**src/rtl/dcache_ecc_scrubber.sv**
```systemverilog
// dcache_ecc_scrubber: background patrol scrubber for the ECC-protected L1
// dcache arrays. It walks every (set, way) entry through a spare arbiter
// port and reads it. Correctable errors are written back with the decoder's
// corrected line image. Uncorrectable errors are counted and the first one
// is logged. Scrubbing keeps single-bit upsets from building up into
// uncorrectable double-bit errors.
module dcache_ecc_scrubber #(
    parameter int NUM_WORDS  = 256,
    parameter int SET_ASSOC  = 8,
    parameter int LINE_WIDTH = 256,
    parameter int IVL_WIDTH  = 16,
    parameter int CNT_WIDTH  = 16,
    localparam int IDX_W     = $clog2(NUM_WORDS),
    localparam int WAY_W     = (SET_ASSOC > 1) ? $clog2(SET_ASSOC) : 1
) (
    input  logic                  clk_i,
    input  logic                  rst_ni,
    input  logic                  enable_i,
    input  logic                  start_i,
    input  logic                  clear_i,
    input  logic [IVL_WIDTH-1:0]  interval_i,
    output logic                  req_o,
    output logic                  we_o,
    output logic [IDX_W-1:0]      addr_o,
    output logic [SET_ASSOC-1:0]  way_o,
    output logic [LINE_WIDTH-1:0] wdata_o,
    input  logic                  gnt_i,
    input  logic                  rvalid_i,
    input  logic                  corr_err_i,
    input  logic                  uncorr_err_i,
    input  logic [LINE_WIDTH-1:0] corr_data_i,
    output logic                  busy_o,
    output logic                  sweep_done_o,
    output logic                  uncorr_o,
    output logic [CNT_WIDTH-1:0]  corr_cnt_o,
    output logic [CNT_WIDTH-1:0]  uncorr_cnt_o,
    output logic                  err_vld_o,
    output logic [IDX_W-1:0]      err_addr_o,
    output logic [WAY_W-1:0]      err_way_o
);

    typedef enum logic [2:0] {
        ST_IDLE   = 3'd0,
        ST_WAIT   = 3'd1,
        ST_RD_REQ = 3'd2,
        ST_RD_RSP = 3'd3,
        ST_WR_REQ = 3'd4,
        ST_NEXT   = 3'd5
    } state_t;

    localparam logic [IDX_W-1:0] IDX_LAST = IDX_W'(NUM_WORDS - 1);
    localparam logic [WAY_W-1:0] WAY_LAST = WAY_W'(SET_ASSOC - 1);

    state_t               state_r;
    logic [IDX_W-1:0]     idx_r;
    logic [WAY_W-1:0]     way_r;
    logic [IVL_WIDTH-1:0] timer_r;

    logic rsp_uncorr_s;
    logic rsp_corr_s;
    logic last_entry_s;

    // Binary way number to the one-hot way select used by the array port.
    function automatic logic [SET_ASSOC-1:0] way_onehot(input logic [WAY_W-1:0] w);
        logic [SET_ASSOC-1:0] oh;
        oh = {SET_ASSOC{1'b0}};
        for (int i = 0; i < SET_ASSOC; i++) begin
            oh[i] = (w == WAY_W'(i));
        end
        return oh;
    endfunction

    // Saturating increment: an all-ones counter stays put instead of wrapping.
    function automatic logic [CNT_WIDTH-1:0] sat_inc(input logic [CNT_WIDTH-1:0] v);
        return (&v) ? v : v + CNT_WIDTH'(1'b1);
    endfunction

    // Decode the ECC status of the read response and detect the last entry of a pass.
    always_comb begin
        rsp_uncorr_s = 1'b0;
        rsp_corr_s   = 1'b0;
        if (state_r == ST_RD_RSP && rvalid_i) begin
            rsp_uncorr_s = uncorr_err_i;
            rsp_corr_s   = corr_err_i && !uncorr_err_i;
        end else begin
            rsp_uncorr_s = 1'b0;
            rsp_corr_s   = 1'b0;
        end
        last_entry_s = (idx_r == IDX_LAST) && (way_r == WAY_LAST);
    end

    // Scrub sequencer: cursor, interval timer and all registered port outputs.
    always_ff @(posedge clk_i) begin
        if (!rst_ni) begin
            state_r      <= ST_IDLE;
            idx_r        <= {IDX_W{1'b0}};
            way_r        <= {WAY_W{1'b0}};
            timer_r      <= {IVL_WIDTH{1'b0}};
            req_o        <= 1'b0;
            we_o         <= 1'b0;
            addr_o       <= {IDX_W{1'b0}};
            way_o        <= {SET_ASSOC{1'b0}};
            wdata_o      <= {LINE_WIDTH{1'b0}};
            busy_o       <= 1'b0;
            sweep_done_o <= 1'b0;
            uncorr_o     <= 1'b0;
        end else begin
            sweep_done_o <= 1'b0;
            uncorr_o     <= 1'b0;
            case (state_r)
                ST_IDLE: begin
                    if (enable_i) begin
                        timer_r <= interval_i;
                        state_r <= ST_WAIT;
                    end
                end
                ST_WAIT: begin
                    if (!enable_i) begin
                        state_r <= ST_IDLE;
                    end else if (timer_r == {IVL_WIDTH{1'b0}} || start_i) begin
                        state_r <= ST_RD_REQ;
                        req_o   <= 1'b1;
                        we_o    <= 1'b0;
                        addr_o  <= idx_r;
                        way_o   <= way_onehot(way_r);
                        busy_o  <= 1'b1;
                    end else begin
                        timer_r <= timer_r - IVL_WIDTH'(1'b1);
                    end
                end
                ST_RD_REQ: begin
                    // A pending (ungranted) read is the only request that may be withdrawn.
                    if (gnt_i) begin
                        req_o   <= 1'b0;
                        state_r <= ST_RD_RSP;
                    end else if (!enable_i) begin
                        req_o   <= 1'b0;
                        busy_o  <= 1'b0;
                        state_r <= ST_IDLE;
                    end
                end
                ST_RD_RSP: begin
                    if (rvalid_i) begin
                        if (uncorr_err_i) begin
                            uncorr_o     <= 1'b1;
                            sweep_done_o <= last_entry_s;
                            state_r      <= ST_NEXT;
                        end else if (corr_err_i) begin
                            wdata_o <= corr_data_i;
                            req_o   <= 1'b1;
                            we_o    <= 1'b1;
                            state_r <= ST_WR_REQ;
                        end else begin
                            sweep_done_o <= last_entry_s;
                            state_r      <= ST_NEXT;
                        end
                    end
                end
                ST_WR_REQ: begin
                    // Write-back always completes once the read was granted.
                    if (gnt_i) begin
                        req_o        <= 1'b0;
                        we_o         <= 1'b0;
                        sweep_done_o <= last_entry_s;
                        state_r      <= ST_NEXT;
                    end
                end
                ST_NEXT: begin
                    if (way_r == WAY_LAST) begin
                        way_r <= {WAY_W{1'b0}};
                        idx_r <= (idx_r == IDX_LAST) ? {IDX_W{1'b0}} : idx_r + IDX_W'(1'b1);
                    end else begin
                        way_r <= way_r + WAY_W'(1'b1);
                    end
                    busy_o <= 1'b0;
                    if (enable_i) begin
                        timer_r <= interval_i;
                        state_r <= ST_WAIT;
                    end else begin
                        state_r <= ST_IDLE;
                    end
                end
                default: begin
                    req_o   <= 1'b0;
                    we_o    <= 1'b0;
                    busy_o  <= 1'b0;
                    state_r <= ST_IDLE;
                end
            endcase
        end
    end

    // Error statistics and first-uncorrectable log; clear wins over a same-cycle event.
    always_ff @(posedge clk_i) begin
        if (!rst_ni) begin
            corr_cnt_o   <= {CNT_WIDTH{1'b0}};
            uncorr_cnt_o <= {CNT_WIDTH{1'b0}};
            err_vld_o    <= 1'b0;
            err_addr_o   <= {IDX_W{1'b0}};
            err_way_o    <= {WAY_W{1'b0}};
        end else if (clear_i) begin
            corr_cnt_o   <= {CNT_WIDTH{1'b0}};
            uncorr_cnt_o <= {CNT_WIDTH{1'b0}};
            err_vld_o    <= 1'b0;
            err_addr_o   <= {IDX_W{1'b0}};
            err_way_o    <= {WAY_W{1'b0}};
        end else begin
            if (rsp_corr_s) begin
                corr_cnt_o <= sat_inc(corr_cnt_o);
            end
            if (rsp_uncorr_s) begin
                uncorr_cnt_o <= sat_inc(uncorr_cnt_o);
                if (!err_vld_o) begin
                    err_vld_o  <= 1'b1;
                    err_addr_o <= idx_r;
                    err_way_o  <= way_r;
                end
            end
        end
    end

endmodule

```
**config.mk**
```make
export PLATFORM = sky130hd
export DESIGN_NAME = dcache_ecc_scrubber
export DESIGN_NICKNAME = d
export VERILOG_FILES = /design/src/rtl/dcache_ecc_scrubber.sv
export SDC_FILE = /design/constraint.sdc
export NUM_CORES = 1
export LEC_CHECK = 0
export CORE_ASPECT_RATIO = 1.75
export CORE_MARGIN = 5
export CORE_UTILIZATION = 25
export DETAILED_ROUTE_END_ITERATION = 12
export SLEW_MARGIN = 10
export SYNTH_ARGS = -nofsm -noshare
export SYNTH_HDL_FRONTEND = slang
export SYNTH_SLANG_ARGS = --single-unit
```
**constraint.sdc**
```tcl
create_clock -name clk_i -period 1.9 [get_ports clk_i]
set_clock_uncertainty 0.05 [all_clocks]
set_input_delay 0.19 -clock clk_i [delete_from_list [all_inputs] [get_ports clk_i]]
set_output_delay 0.19 -clock clk_i [all_outputs]
set_load 0.01 [all_outputs]
```
Word level (Yosys, flattened, before mapping)
Cells that the tools add are included.

Register bits after elaboration: 351. Bits of input ports: 281. Output and inout bits: 321. Word-level logic and storage cells: 122.

Add/subtract/negate cells: 5. Eq/ne operators: 26. Muxes and demuxes: 39. Bitwise logic cells: 8. Reduce and logical (&&, ||, !) cells: 27.

Operators with widths (count): two-way mux 16 bit (3); adder 16 x 1 -> 16 bit, second input constant (2); one-hot mux 16 bit (2 select lines) (1); AND reduction 16 bit (2); two-way mux 3 bit (8); two-way mux 1 bit (21); != test 2 bit, second input constant (10); == test 3 bit, second input constant (6); one-hot mux 3 bit (6 select lines) (1); zero test 16 bit (1); subtractor 16 x 1 -> 16 bit, second input constant (1); == test 3 x 2 -> 1 bit, second input constant (4); AND reduction 5 bit (2); adder 8 x 1 -> 8 bit, second input constant (1); == test 8 bit, second input constant (1); two-way mux 8 bit (1); NOT 1 bit (8); AND reduction 2 bit (4); AND reduction 4 bit (2); AND reduction 8 bit (1); AND reduction 7 bit (1); == test 3 x 1 -> 1 bit, second input constant (2); zero test 3 bit (2); != test 3 bit, second input constant (2); 13 further kinds (18).

Depth between registers and ports, before layout
Word-level depth: 6. Mapped depth: 8. Depth with buffers taken out: 7.

Worst setup path before layout
No wires, ideal clock.

Path kind: register to register. Start: register timer_r[0]. End: register timer_r[10]. Library setup time: 0.115 ns. Arrival time: 1.746 ns. Required time: 1.735 ns. Setup slack: -0.010 ns. Cell stages (with the launch flop): 9. Path buffers: 1. Clock period less this slack: 1.910 ns. Path through: dfxtp_1 -> inv_1 -> ha_1 -> or3b_2 -> clkbuf_1 -> nor3_4 -> nor2_1 -> o21a_1 -> o21a_1.

Longest elaborated chain between the ends: 4. Elaborated cells between the ends (all ways): 8. Classes of those cells: 1 x add/sub; 1 x eq/ne; 3 x mux; 3 x reduce/logical.

Ends and longest elaborated chain: start, declared (RTL line 57) `logic [IVL_WIDTH-1:0] timer_r;`; start signal, assigned (RTL line 98) `timer_r <= {IVL_WIDTH{1'b0}};`; start signal, assigned (RTL line 113) `timer_r <= interval_i;`; start signal, assigned (RTL line 128) `timer_r <= timer_r - IVL_WIDTH'(1'b1);`; subtractor 16 x 1 -> 16 bit or zero test 16 bit (tied branches) (RTL line 128, 120); two-way mux 16 bit or logical OR 1 bit (tied branches) (RTL line 120) `end else if (timer_r == {IVL_WIDTH{1'b0}} || start_i) begin`; two-way mux 16 bit or != test 2 bit (tied branches); one-hot mux 16 bit (2 select lines) or AND reduction 4 bit (tied branches).

Several ways; a longest one is shown, not always the timed one. The select of a mux whose other input is x is not followed. A chain may end at the register's enable or synchronous reset.

Worst setup path after layout
Start: register timer_r[15]. End: register timer_r[0].

Longest elaborated chain between the ends: 4.

Ends and longest elaborated chain (RTL line): zero test 16 bit (120); logical OR 1 bit (120); != test 2 bit (no line); AND reduction 4 bit (no line).

Every way passes these cells.

==> results.json <==
{
  "root_buffer": "clkbuf_16",
  "fin_nets": 2653,
  "firstDrtPassIters": 5,
  "intPower_w": 0.0133,
  "syn_nets": 1985,
  "finalHoldViolations": 0,
  "grt_overflow": 0,
  "worst_setup_path_end_kind": "register",
  "drc": 0,
  "max-clock-path-buffers": 3,
  "synthMuxAreaShare": 0.00326,
  "synth_cell_type_count": 62,
  "critPathMaxStageDelay_ps": 350,
  "io_buffer_count": 601,
  "antenna_found_initial": 3,
  "synth_edf_count": 0,
  "holdPathEnd": "wdata_o[135]",
  "yosysTopAreaCell": "dfxtp_1",
  "grt_max_degree": 61,
  "path_clk_slew_ps": 70,
  "combPwrFrac": 0.100,
  "drive_gt1_frac": 0.111,
  "netlist_top_cells_count": "nand2_1, dfxtp_1, a21oi_1",
  "ys_ff_latch": 351,
  "start_util": 0.252,
  "cts_sinks": 351,
  "synth_compound_area_frac": 0.158,
  "reg2regPathDepth": 7,
  "synth_area_leaders": "dfxtp_1, nand2_1, a21oi_1",
  "tightest_slew_ps": 629,
  "fillers": 5329,
  "final_cells": 3073,
  "vias": 14100,
  "outcome": "finished clean",
  "grt_setup_unrepaired": "true",
  "hpwl_um": 40300,
  "reg2reg_from": "timer_r[15]",
  "synthAdderAreaFrac": 0.0102,
  "p_leak_nw": 7.85,
  "syn2layout_area_growth_pct": 70.0,
  "grt_pass1_vias": 14100,
  "chipHeight_um": 317,
  "wl_um": 52800,
  "whs_path_depth": 3,
  "num_rows": 112,
  "min_period_over_period": 0.988,
  "synth_top_area_frac": 0.523,
  "crit_fanout": 4,
  "crit_chain": "nor4_2 -> nand4_1 -> buf_6 -> o21a_1 -> buf_6 -> and3_4 -> o31a_1",
  "hold_start": "corr_data_i[135]",
  "final_util": 0.429,
  "die_area_um2": 58700,
  "fmax_ghz": 0.533,
  "path_class": "register to register",
  "cts_tree": "built",
  "switching_power_w": 0.00387,
  "synthSimpleGateAreaFrac": 0.240,
  "grt_pass1_wl_um": 78500,
  "worstSetupStartpointType": "register",
  "clk_latency_ps": 540,
  "ys.flop_type": "dfxtp_1",
  "vdd_ir_drop_max_mv": 0.694,
  "critPathArrivalTime_ps": 2250,
  "cpMostUsedCell": "buf_6",
  "fp.dieW_um": 185,
  "pwr-share-seq": 0.435,
  "synth-xor-area-share": 0.0215,
  "r2r_slack_ps": 20,
  "power_frac_clock": 0.465,
  "netlist_instances": 1693,
  "coreArea_um2": 53300,
  "async_reset_ff_frac": 0,
  "setup_violations": 0,
  "worst_ep_required_time_ps": 2270,
  "antenna_left": 0,
  "pwr_density_cell_nw_per_um2": 750,
  "dp.cells": 2996,
  "routed_via_density": 4.59,
  "gr-usage-all-layers": 0.166,
  "wl_per_cell_um": 17.2,
  "syn_area_um2": 13400,
  "ys_seq_area_frac": 0.523,
  "drtIter0Drc": 489,
  "synth_top_family_by_area": "simple AND/OR/NAND/NOR gates",
  "yosysMostFrequentCell": "nand2_1",
  "cpMaxStageDelayCell": "nor4_2",
  "syn_avg_cell_area_um2": 7.94,
  "cts_buffers": 37,
  "cap_violations": 0,
  "hold_buffers": 0,
  "slew_headroom": 0.577,
  "place_congestion": 0.870,
  "ios": 602,
  "r2r-end": "timer_r[0]",
  "ys_warn_count": 0,
  "h-tree-depth": 2,
  "min_path_type": "input port to register",
  "slew_violations": 0,
  "switching_share": 0.226,
  "fin_crit_ps": 1880
}
## logic make-up (layout without fill, tap and decap cells)
logic type | count (synthesis) | after routing
simple gates | 760 | 760
fa+ha+maj | 11 | 11
flops | 351 | 351
mux | 4 | 4
buf+inv | 134 | 827
xor+xnor | 33 | 33
compound gates | 400 | 400
other cells | 0 | 3
## worst max-delay path by stage
stage	to	from	cells past startpoint
global placement	corr_cnt_o[15]	uncorr_err_i	7
finish	timer_r[0]	timer_r[15]	7
CTS	timer_r[0]	timer_r[0]	8
global route	timer_r[0]	timer_r[0]	9
floorplan	corr_cnt_o[15]	corr_cnt_o[0]	6
detailed placement	uncorr_cnt_o[9]	rvalid_i	7
## final cells by class
type                            instances  area (um^2)  area share
Antenna cell                            3         7.51    0.000329
Clock buffer                           51         1100      0.0482
Clock inverter                         13          225     0.00986
Inverter                               15         63.8     0.00279
Multi-Input combinational cell       1208         6020       0.263
Sequential cell                       351         7030       0.308
Tap cell                              684          856      0.0375
Timing Repair Buffer                  748         7540       0.330
## registers in the layout, indices dropped and copies added (netlist names)
| register | cells |
|---|---|
| wdata_o | 256 |
| corr_cnt_o | 16 |
| timer_r | 16 |
| uncorr_cnt_o | 16 |
| addr_o | 8 |
| err_addr_o | 8 |
| idx_r | 8 |
| way_o | 8 |
| err_way_o | 3 |
| state_r | 3 |
| way_r | 3 |
| busy_o | 1 |
| err_vld_o | 1 |
| req_o | 1 |
| sweep_done_o | 1 |
| uncorr_o | 1 |
| we_o | 1 |
## metrics by stage
step | setup slack (ps) | total power [W] | cell area [um^2] | hold slack (ps) | TNS, ps
2_1_floorplan | 31.9 | 0.00818 | 13500 | 275 | 0
3_3_place_gp | -301 | 0.00916 | 21200 | 391 | -36040
3_5_place_dp | -308 | 0.00917 | 21200 | 396 | -41350
4_1_cts | -35.5 | 0.0173 | 22600 | 105 | -86.1
5_1_grt | -55.7 | 0.0178 | 22800 | 134 | -228
6_report | 23.2 | 0.0171 | 22800 | 146 | 0
## critical path: cells and delay by family (launching register included)
kind                   cells  cell delay (ps)
flip-flops                 1              320
AND/OR/NAND/NOR            3              650
buffers and inverters      2              290
AO/OA/AOI/OAI              2              450
## placed cells by master (no fill, tap or decap), drive strengths merged, types with 4 or more instances in the layout
| master | Yosys | routed |
|---|---|---|
| a211oi | 5 | 5 |
| a21o | 8 | 8 |
| a21oi | 316 | 316 |
| and2 | 4 | 4 |
| and3 | 6 | 6 |
| buf | 67 | 145 |
| bufinv | 0 | 6 |
| clkbuf | 52 | 53 |
| clkdlybuf4s50 | 0 | 593 |
| clkinv | 0 | 5 |
| dfxtp | 351 | 351 |
| dlygate4sd2 | 0 | 6 |
| ha | 11 | 11 |
| inv | 15 | 16 |
| nand2 | 563 | 563 |
| nand2b | 4 | 4 |
| nand3 | 26 | 26 |
| nand4 | 21 | 21 |
| nor2 | 68 | 68 |
| nor2b | 5 | 5 |
| nor3 | 28 | 28 |
| nor3b | 4 | 4 |
| nor4 | 13 | 13 |
| o21ai | 45 | 45 |
| xnor2 | 27 | 27 |
| xor2 | 6 | 6 |
## metal layers
metal / share of wire / track usage / vias to the layer above
met4: 0.044 / 0.0691 / 2
met1: 0.36 / 0.177 / 6525
li1: - / - / 6961
met5: 0.00025 / 0 / -
met2: 0.50 / 0.302 / 532
met3: 0.095 / 0.0501 / 99
## power groups by stage
| stage | logic, W | registers (W) | clock network, W |
|---|---|---|---|
| detailed placement | 0.00155 | 0.00761 | 0 |
| finish | 0.00171 | 0.00746 | 0.00797 |
| floorplan | 0.000563 | 0.00761 | 0 |
| global placement | 0.00154 | 0.00761 | 0 |
| CTS | 0.00159 | 0.00745 | 0.00827 |
| global route | 0.00183 | 0.00746 | 0.00855 |
## repair_timing
action	in CTS	in global routing
pin swaps	15	13
gates cloned	0	3
gates resized for setup	16	45
setup buffers	0	7
endpoints found under the hold margin	0	0
setup endpoints to repair	21	220
(Power assumes the default switching activity.)
